`src/rtl/sd_types_pkg.sv`:
```
// sd_types_pkg: shared SD CRC-status tokens and the CRC-status FSM state type
package sd_types_pkg;
  localparam logic [2:0] SD_CRC_STATUS_OK = 3'b010;
  localparam logic [2:0] SD_CRC_STATUS_ERR = 3'b101;
  typedef enum logic [2:0] {IDLE, GAP, TOKEN, BUSY, RELEASE} crc_status_state_t;
endpackage

```
`src/rtl/sd_clock_edge_detect.sv`:
```
// sd_clock_edge_detect: 2-FF synchroniser on sd_clock (in clock/reset/sd_clock) giving one-cycle rise/fall pulses (out rise/fall)
module sd_clock_edge_detect (
  input  logic clock,
  input  logic reset,
  input  logic sd_clock,
  output logic rise,
  output logic fall
);
  logic [2:0] sh;
  always_ff @(posedge clock or posedge reset)
    if (reset) sh <= '0;
    else sh <= {sh[1:0], sd_clock};
  assign rise = ~sh[2] & sh[1];
  assign fall = sh[2] & ~sh[1];
endmodule

```
`src/rtl/sd_write_crc_status.sv`:
```
// sd_write_crc_status: sends the SD CRC-status token and write busy on DAT0 (in block_done/crc_ok/busy_in/abort/sd_clock; out dat0_out/dat0_oe/card_busy/status_done/crc_err_count)
module sd_write_crc_status
  import sd_types_pkg::*;
#(
  parameter int GAP_CLOCKS = 2,
  parameter int ERR_CNT_W = 8
) (
  input  logic                 clock,
  input  logic                 reset,
  input  logic                 sd_clock,
  input  logic                 block_done,
  input  logic                 crc_ok,
  input  logic                 busy_in,
  input  logic                 abort,
  output logic                 dat0_out,
  output logic                 dat0_oe,
  output logic                 card_busy,
  output logic                 status_done,
  output logic [ERR_CNT_W-1:0] crc_err_count
);
  localparam int FW = $clog2(GAP_CLOCKS + 3);
  crc_status_state_t state;
  logic [FW-1:0] fall_cnt;
  logic [1:0] bit_idx;
  logic [2:0] status;
  logic [3:0] token_bits;
  logic fall, rise_unused;
  sd_clock_edge_detect u_edge (
    .clock(clock),
    .reset(reset),
    .sd_clock(sd_clock),
    .rise(rise_unused),
    .fall(fall)
  );
  assign token_bits = {status, 1'b1};
  always_ff @(posedge clock or posedge reset)
    if (reset) begin
      state <= IDLE;
      dat0_out <= 1'b1;
      dat0_oe <= 1'b0;
      card_busy <= 1'b0;
      status_done <= 1'b0;
      crc_err_count <= '0;
      fall_cnt <= '0;
      bit_idx <= '0;
      status <= SD_CRC_STATUS_OK;
    end else begin
      status_done <= 1'b0;
      if (abort) begin
        state <= IDLE;
        dat0_oe <= 1'b0;
        dat0_out <= 1'b1;
        card_busy <= 1'b0;
      end else
        case (state)
          IDLE:
            if (block_done) begin
              status <= crc_ok ? SD_CRC_STATUS_OK : SD_CRC_STATUS_ERR;
              card_busy <= 1'b1;
              fall_cnt <= '0;
              if (!crc_ok && !(&crc_err_count)) crc_err_count <= crc_err_count + 1'b1;
              state <= GAP;
            end
          GAP:
            if (fall) begin
              fall_cnt <= fall_cnt + 1'b1;
              if (fall_cnt == FW'(GAP_CLOCKS + 1)) begin
                dat0_oe <= 1'b1;
                dat0_out <= 1'b0;
                bit_idx <= '0;
                state <= TOKEN;
              end
            end
          TOKEN:
            if (fall) begin
              bit_idx <= bit_idx + 1'b1;
              dat0_out <= token_bits[2'd3 - bit_idx];
              if (bit_idx == 2'd3) state <= (status == SD_CRC_STATUS_OK && busy_in) ? BUSY : RELEASE;
            end
          BUSY:
            if (fall) begin
              dat0_out <= !busy_in;
              if (!busy_in) state <= RELEASE;
            end
          RELEASE:
            if (fall) begin
              dat0_oe <= 1'b0;
              dat0_out <= 1'b1;
              card_busy <= 1'b0;
              status_done <= 1'b1;
              state <= IDLE;
            end
          default: state <= IDLE;
        endcase
    end
endmodule

```
`config.mk`:
```
export PLATFORM = sky130hd
export DESIGN_NAME = sd_write_crc_status
export DESIGN_NICKNAME = d
export VERILOG_FILES = /design/src/rtl/sd_types_pkg.sv /design/src/rtl/sd_clock_edge_detect.sv /design/src/rtl/sd_write_crc_status.sv
export SDC_FILE = /design/constraint.sdc
export NUM_CORES = 1
export LEC_CHECK = 0
export CAP_MARGIN = 20
export CORE_MARGIN = 5
export CORE_UTILIZATION = 40
export DETAILED_ROUTE_END_ITERATION = 6
export SYNTH_ARGS = -nofsm -noshare
export SYNTH_HDL_FRONTEND = slang
export SYNTH_SLANG_ARGS = --single-unit
```
`constraint.sdc`:
```
create_clock -name clock -period 1.35 [get_ports clock]
set_input_delay 0.27 -clock clock [delete_from_list [all_inputs] [get_ports clock]]
set_output_delay 0.27 -clock clock [all_outputs]
set_load 0.01 [all_outputs]
```
Word level (Yosys, flattened, before mapping)
Index checks and enable logic that the tools add are counted.
- reductions and logical operators: 20
- order comparisons: 1
- equality and inequality tests: 19
- add/subtract/negate cells: 4
- mux-type cells: 39
- bitwise gates (word level): 3
- operators by type and width (operator ; number):
    3-bit 2-to-1 mux ; 13
    3-bit inequality test, second input constant ; 8
    1-bit 2-to-1 mux ; 16
    8-bit AND reduction ; 2
    3-bit case mux with 5 select lines ; 1
    3-bit by 2-bit == test with 1-bit output, second input constant ; 4
    4-bit AND reduction ; 3
    8-bit by 1-bit adder with 8-bit output, second input constant ; 1
    2-bit inequality test, second input constant ; 4
    2-bit 2-to-1 mux ; 3
    3-bit case mux with 2 select lines ; 1
    3-bit AND reduction ; 2
    6-bit AND reduction ; 1
    3-bit nonzero test ; 2
    5-bit AND reduction ; 1
    5-bit nonzero test ; 1
    1-bit case mux with 2 select lines ; 2
    1-bit case mux with 4 select lines ; 1
    2-bit case mux with 2 select lines ; 1
    2-bit nonzero test ; 2
    3-bit by 1-bit adder with 3-bit output, second input constant ; 1
    3-bit by 1-bit == test with 1-bit output, second input constant ; 1
    3-bit == test, second input constant ; 1
    1-bit logical NOT ; 3
    other kinds (9) ; 11
- output and inout port bits: 12
- logic and storage cells: 96
- input port bits: 7
- flip-flop bits (word level): 26

Logic depth before layout (Yosys ltp)
- depth in word-level cells: 7
- depth in mapped cells: 6
- depth with buffers taken out: 5

By module
From an unflattened synthesis, not the netlist that was laid out.
- cells, all modules: 137
- area, all modules: 1331.3 sq um
- by module, submodules not included (module ; area an instance (sq um) ; sequential area each (sq um) ; cells an instance ; times used):
    sd_write_crc_status ; 1237.4 ; 553.0 ; 131 ; 1
    sd_clock_edge_detect ; 93.8 ; 75.1 ; 6 ; 1

Worst setup path after synthesis
No wires, ideal clock.
- kind: reg2reg
- start point: register u_edge.sh[2]
- end point: register fall_cnt[0]
- path slack: -123 ps
- cell stages (with the launch flop): 6
- period minus slack after synthesis: 1473 ps
- path buffers: 1
- arrival time: 1349 ps
- required time: 1225 ps
- setup time: 125 ps
- path through: dfrtp_1 > nor2b_1 > clkbuf_1 > mux2_2 > nand3_1 > mux2_2
- longest elaborated chain between the ends: 3
- ends and longest elaborated chain (item ; line ; source):
    start: declaration ; sd_clock_edge_detect.sv:9 ; logic [2:0] sh;
    start signal: assignment ; sd_clock_edge_detect.sv:12 ; else sh <= {sh[1:0], sd_clock};
    1-bit AND ; sd_clock_edge_detect.sv:14 ; assign fall = sh[2] & ~sh[1];
    2-bit inequality test (no line) ; n/a ;
    4-bit AND reduction (no line) ; n/a ;
    end signal: assignment ; sd_write_crc_status.sv:66 ; fall_cnt <= fall_cnt + 1'b1;
    end: declaration ; sd_write_crc_status.sv:23 ; logic [FW-1:0] fall_cnt;
Every way passes these cells.
A chain may end at the register's enable or synchronous reset.

Final worst setup path
- start point: register crc_err_count[3]
- end point: register crc_err_count[1]
- longest elaborated chain between the ends: 4
- ends and longest elaborated chain (item ; line ; source):
    start: declaration ; sd_write_crc_status.sv:19 ; output logic [ERR_CNT_W-1:0] crc_err_count
    start signal: assignment ; sd_write_crc_status.sv:61 ; if (!crc_ok && !(&crc_err_count)) crc_err_count <= crc_err_count + 1'b1;
    8-bit AND reduction ; sd_write_crc_status.sv:61 ;
    1-bit logical NOT ; sd_write_crc_status.sv:61 ;
    1-bit logical AND ; sd_write_crc_status.sv:61 ;
    4-bit AND reduction (no line) ; n/a ;
Every way passes these cells.

==> summary by stage <==
Synthesis
The top flip-flop cell by instance count after synthesis is sky130_fd_sc_hd__dfrtp_1. The mean cell area of the mapped netlist is roughly 11 µm². The share of the Yosys chip area taken by registers is between 40% and 50%. The synthesized netlist devotes 12.7% of its cell area to compound gates. Of all cell types, the one taking the most synthesized area is sky130_fd_sc_hd__dfrtp_1. The synthesized netlist occupies a cell area of roughly 1300 µm².

After synthesis, the most frequently instantiated cells are sky130_fd_sc_hd__dfrtp_1, sky130_fd_sc_hd__nor2_1, sky130_fd_sc_hd__nand2_1. The top cell type's share of synthesized area is between 40 and 50%. The dominant cell by count in the synthesized netlist is sky130_fd_sc_hd__dfrtp_1. In the post-synthesis netlist, the biggest area contributors are sky130_fd_sc_hd__dfrtp_1, sky130_fd_sc_hd__mux2_2, sky130_fd_sc_hd__dfstp_2. The largest family of logic cells by synthesized area is simple AND/OR/NAND/NOR gates. The post-synthesis share of cell area spent on full adders, half adders and majority gates is around 3.8%. The number of nets in the synthesized netlist is 134.

Counting flops and latches in the post-synthesis netlist gives 25. The share of synthesized cell area in and, or, nand and nor gates is between 10% and 20%. The synthesized design contains 0 enable-type register cells. Multiplexer cells account for 7.28% of the synthesized area. Counting every instance in the synthesized netlist gives between 100 and 150. The area share of xor/xnor cells in the synthesized design is approximately 4.6%. The Yosys step of the flow raised 0 warnings. Of all flip-flops after synthesis, the portion carrying an async set or reset was between 90% and 100%. The synthesized netlist contains 45 unique library cells.

CTS
In this run the number of H-tree levels came out at 1. In this run the deepest clock path goes through 2 buffers. The quantity of hold-fixing buffers added after cts is 0. TritonCTS built the clock tree. CTS placed an instance of sky130_fd_sc_hd__clkbuf_4 at the clock tree root. The CTS buffer count is 3.

The clock insertion delay at the later pin of the skew report is 320 ps. The tree built by TritonCTS fans out to 25 sinks. The clock-pin slew reported for the worst setup and hold paths after clock tree synthesis is 140 ps.

Pwr
The internal power of the cells is between 0.0015 and 0.002 W. IR analysis of the VDD net gives a maximum drop of just over 0.9 mV. The combinational cell fraction of total power is between 40% and 50%. Summed over all nets, the switching power comes to slightly above 0.0008 W. The leakage power summed over all cells is around 1 nW. The clock share of power is between 10% and 20%. Of the total power, the share spent switching nets is about a third. The power per unit of standard cell area is between 1000 and 1500 nW/µm².

The share of total power dissipated in sequential elements is between 30% and 40%.

Critical path
The path type of the worst setup path is reg2reg. The worst reg2reg path startpoint is crc_err_count[3]$_DFFE_PP0P_. STA classifies the critical path startpoint as a flop. The maximum fanout count along the critical path is 5. The signal on the critical path passes through buf_6 -> nand4_1 -> nor2_4 -> a21oi_2 -> mux2_4. The critical path's largest stage delay is 410 ps.

The first element of the critical path is crc_err_count[3]$_DFFE_PP0P_. Together, buffers and inverters on the worst path number 1. Among cell families on the critical path, the largest total delay comes from simple AND/OR/NAND/NOR gates. The worst setup path is captured at a flop. The largest individual stage delay along the critical path comes from the cell sky130_fd_sc_hd__dfrtp_1. For the worst setup path, the data required time is 1570 ps. The data arrival time of the critical path is between 1500 and 2000 ps.

Placement
The number of placed instances with taps included is 211. The weighted congestion reported at the end of routability-driven placement is 0.779. The number of port buffers is 18. OpenSTA, run right after detailed placement, puts the worst setup slack at -435 ps. Detailed placement ended at an HPWL of roughly 2300 µm.

Routing
The final layout contains routed wiring with a total length of about 3500 µm. Dividing the detail-routed wire length by the instance count gives between 15 and 20 µm. In the routed layout, each cell is associated on average with a via count of 5.01. The number of DRC violations after detailed routing is 0. The first-pass detailed-route iteration total is 4. The number of DRC markers in iteration 0 is 36. The antenna violation net count after detailed routing is 0. Detailed routing inserted a total of roughly 1,200 vias.

Outcome
The checks that failed: negative setup slack. The run finished, with violations left.

Global routing
The global-route wire length before repair is approximately 5500 µm. The remaining global-route overflow is 0. Entering global routing, the biggest net connects 26 pins.

The number of global-route vias before repair was 1,223. Global routing used 15.9% of the available tracks. The initial antenna violation count came to 0.

STA
For the pin with the worst max-slew slack, the measured transition is between 300 and 400 ps. Setup repair after global routing could not meet its margin everywhere. The final period utilization is 112%. The hold violation count in the final report is 0. The normalized max-slew margin is ~79%. The largest clock skew in the final design is roughly 4.8 ps. The final-report max-slew violation count is 0. Setup slack on the critical path of the routed design comes to -156 ps. Subtracting the final worst setup slack from the clock period gives 1510 ps.

For this run, the top clock speed supported by timing is about 0.66 GHz. Setup violations remaining at the end of the flow were counted as 15. The final setup TNS is -1190 ps.

Die
The initialized floorplan defines 20 standard-cell rows. The floorplan step set the die height to a little under 70 µm. The floorplan die area is ~4600 µm². The core box area is 3100 µm². The starting density of the core is between 40% and 50%. The floorplan step set the die width to 67.5 µm. The number of top-level pins is 19.

Cells and area
The area overhead of the layout relative to synthesis is 61.9%. The layout filler cell count is around 260. The post-route netlist has 51.6% of its cells at a drive strength greater than 1. The post-route non-filler standard cell count is roughly 230. The number of diodes added for antenna fixing is 0. For this run, the post-layout net count is 202.

Worst hold path
In this run the worst hold path is classified as in2reg. The beginning of the worst hold path is crc_ok.

Flow run
The number of maximum-capacitance violations is 0.
## layout make-up
| cell class | instances | area, µm² | share of cell area, % |
|---|---|---|---|
| well taps | 44 | 55.1 | 2.57 |
| flip-flops and latches | 25 | 632 | 29.5 |
| repair buffers | 69 | 576 | 26.9 |
| inverters | 5 | 22.5 | 1.05 |
| multi-input cells | 87 | 831 | 38.8 |
| clock buffers | 3 | 22.5 | 1.05 |
| clock inverters | 1 | 5.00 | 0.234 |
## power groups by stage
stage	sequential, W	clock [W]	combinational (W)
after floorplan	0.00104	0	0.000314
after global placement	0.000984	0	0.000763
after detailed placement	0.000988	0	0.000777
after CTS	0.000960	0.000349	0.000878
after global routing	0.000991	0.000387	0.00121
final	0.000973	0.000336	0.00113
## placed cells by master, fill, tap and decap left out, types with 3 or more instances in the layout
cell type                          n
sky130_fd_sc_hd__nor2_1            8
sky130_fd_sc_hd__clkdlybuf4s50_1   3
sky130_fd_sc_hd__a21oi_1           5
sky130_fd_sc_hd__mux2i_1           4
sky130_fd_sc_hd__dfrtp_2           3
sky130_fd_sc_hd__a2111oi_4         3
sky130_fd_sc_hd__dfrtp_1          20
sky130_fd_sc_hd__nand2_1           8
sky130_fd_sc_hd__mux2_4            3
sky130_fd_sc_hd__nand3_1           4
sky130_fd_sc_hd__buf_6             8
sky130_fd_sc_hd__xor2_1            5
sky130_fd_sc_hd__buf_4            45
sky130_fd_sc_hd__nand2b_1          3
sky130_fd_sc_hd__clkbuf_4          3
sky130_fd_sc_hd__inv_1             4
sky130_fd_sc_hd__dlygate4sd2_1     5
## through the flow
step / util (%) / hold WS [ps] / instance area, µm² / total power, W
final: 69.1 / 231 / 2140 / 0.00244
after global placement: 58.8 / 341 / 1820 / 0.00175
after CTS: 62.6 / 264 / 1940 / 0.00219
after floorplan: - / 296 / 1380 / 0.00135
after detailed placement: 58.8 / 345 / 1820 / 0.00177
after global routing: 69.1 / 222 / 2140 / 0.00259
## worst paths after layout
path	endpoint	slack (ps)	depth (start not counted)
min in group asynchronous	u_edge.sh[1]$_DFF_PP0_	260	3
worst max-delay path	crc_err_count[1]$_DFFE_PP0P_	-160	5
worst min register to register	u_edge.sh[1]$_DFF_PP0_	370	0
worst min-delay path	status[0]$_DFFE_PP0P_	230	2
worst max register to register	crc_err_count[1]$_DFFE_PP0P_	-160	5
max in group asynchronous	dat0_out$_DFFE_PP1P_	860	3
## routing by layer
metal	wire length, µm	GRT usage (%)	vias to the layer above
li1	-	-	579
met5	0	0	-
met3	74	3.16	4
met4	37	4.81	0
met2	1830	27.2	13
met1	1590	20.1	577
## registers in the layout, summed over array words and instances (netlist names)
name	count
crc_err_count	8
state	3
bit_idx	2
card_busy	1
fall_cnt	3
status_done	1
dat0_oe	1
status	2
dat0_out	1
u_edge.sh	3
## kinds of logic after synthesis
group / Yosys count
mux: 9
compound gates: 22
xor+xnor: 7
flops: 25
fa+ha+maj: 4
simple gates: 45
buf+inv: 11
## repair_timing
item | CTS | global route
resized for setup | 35 | 30
pin swaps | 5 | 12
endpoints found under the setup margin | 30 | 23
buffers inserted | 9 | 10
cloned | 0 | 0
Power figures use the tool's default switching activity.
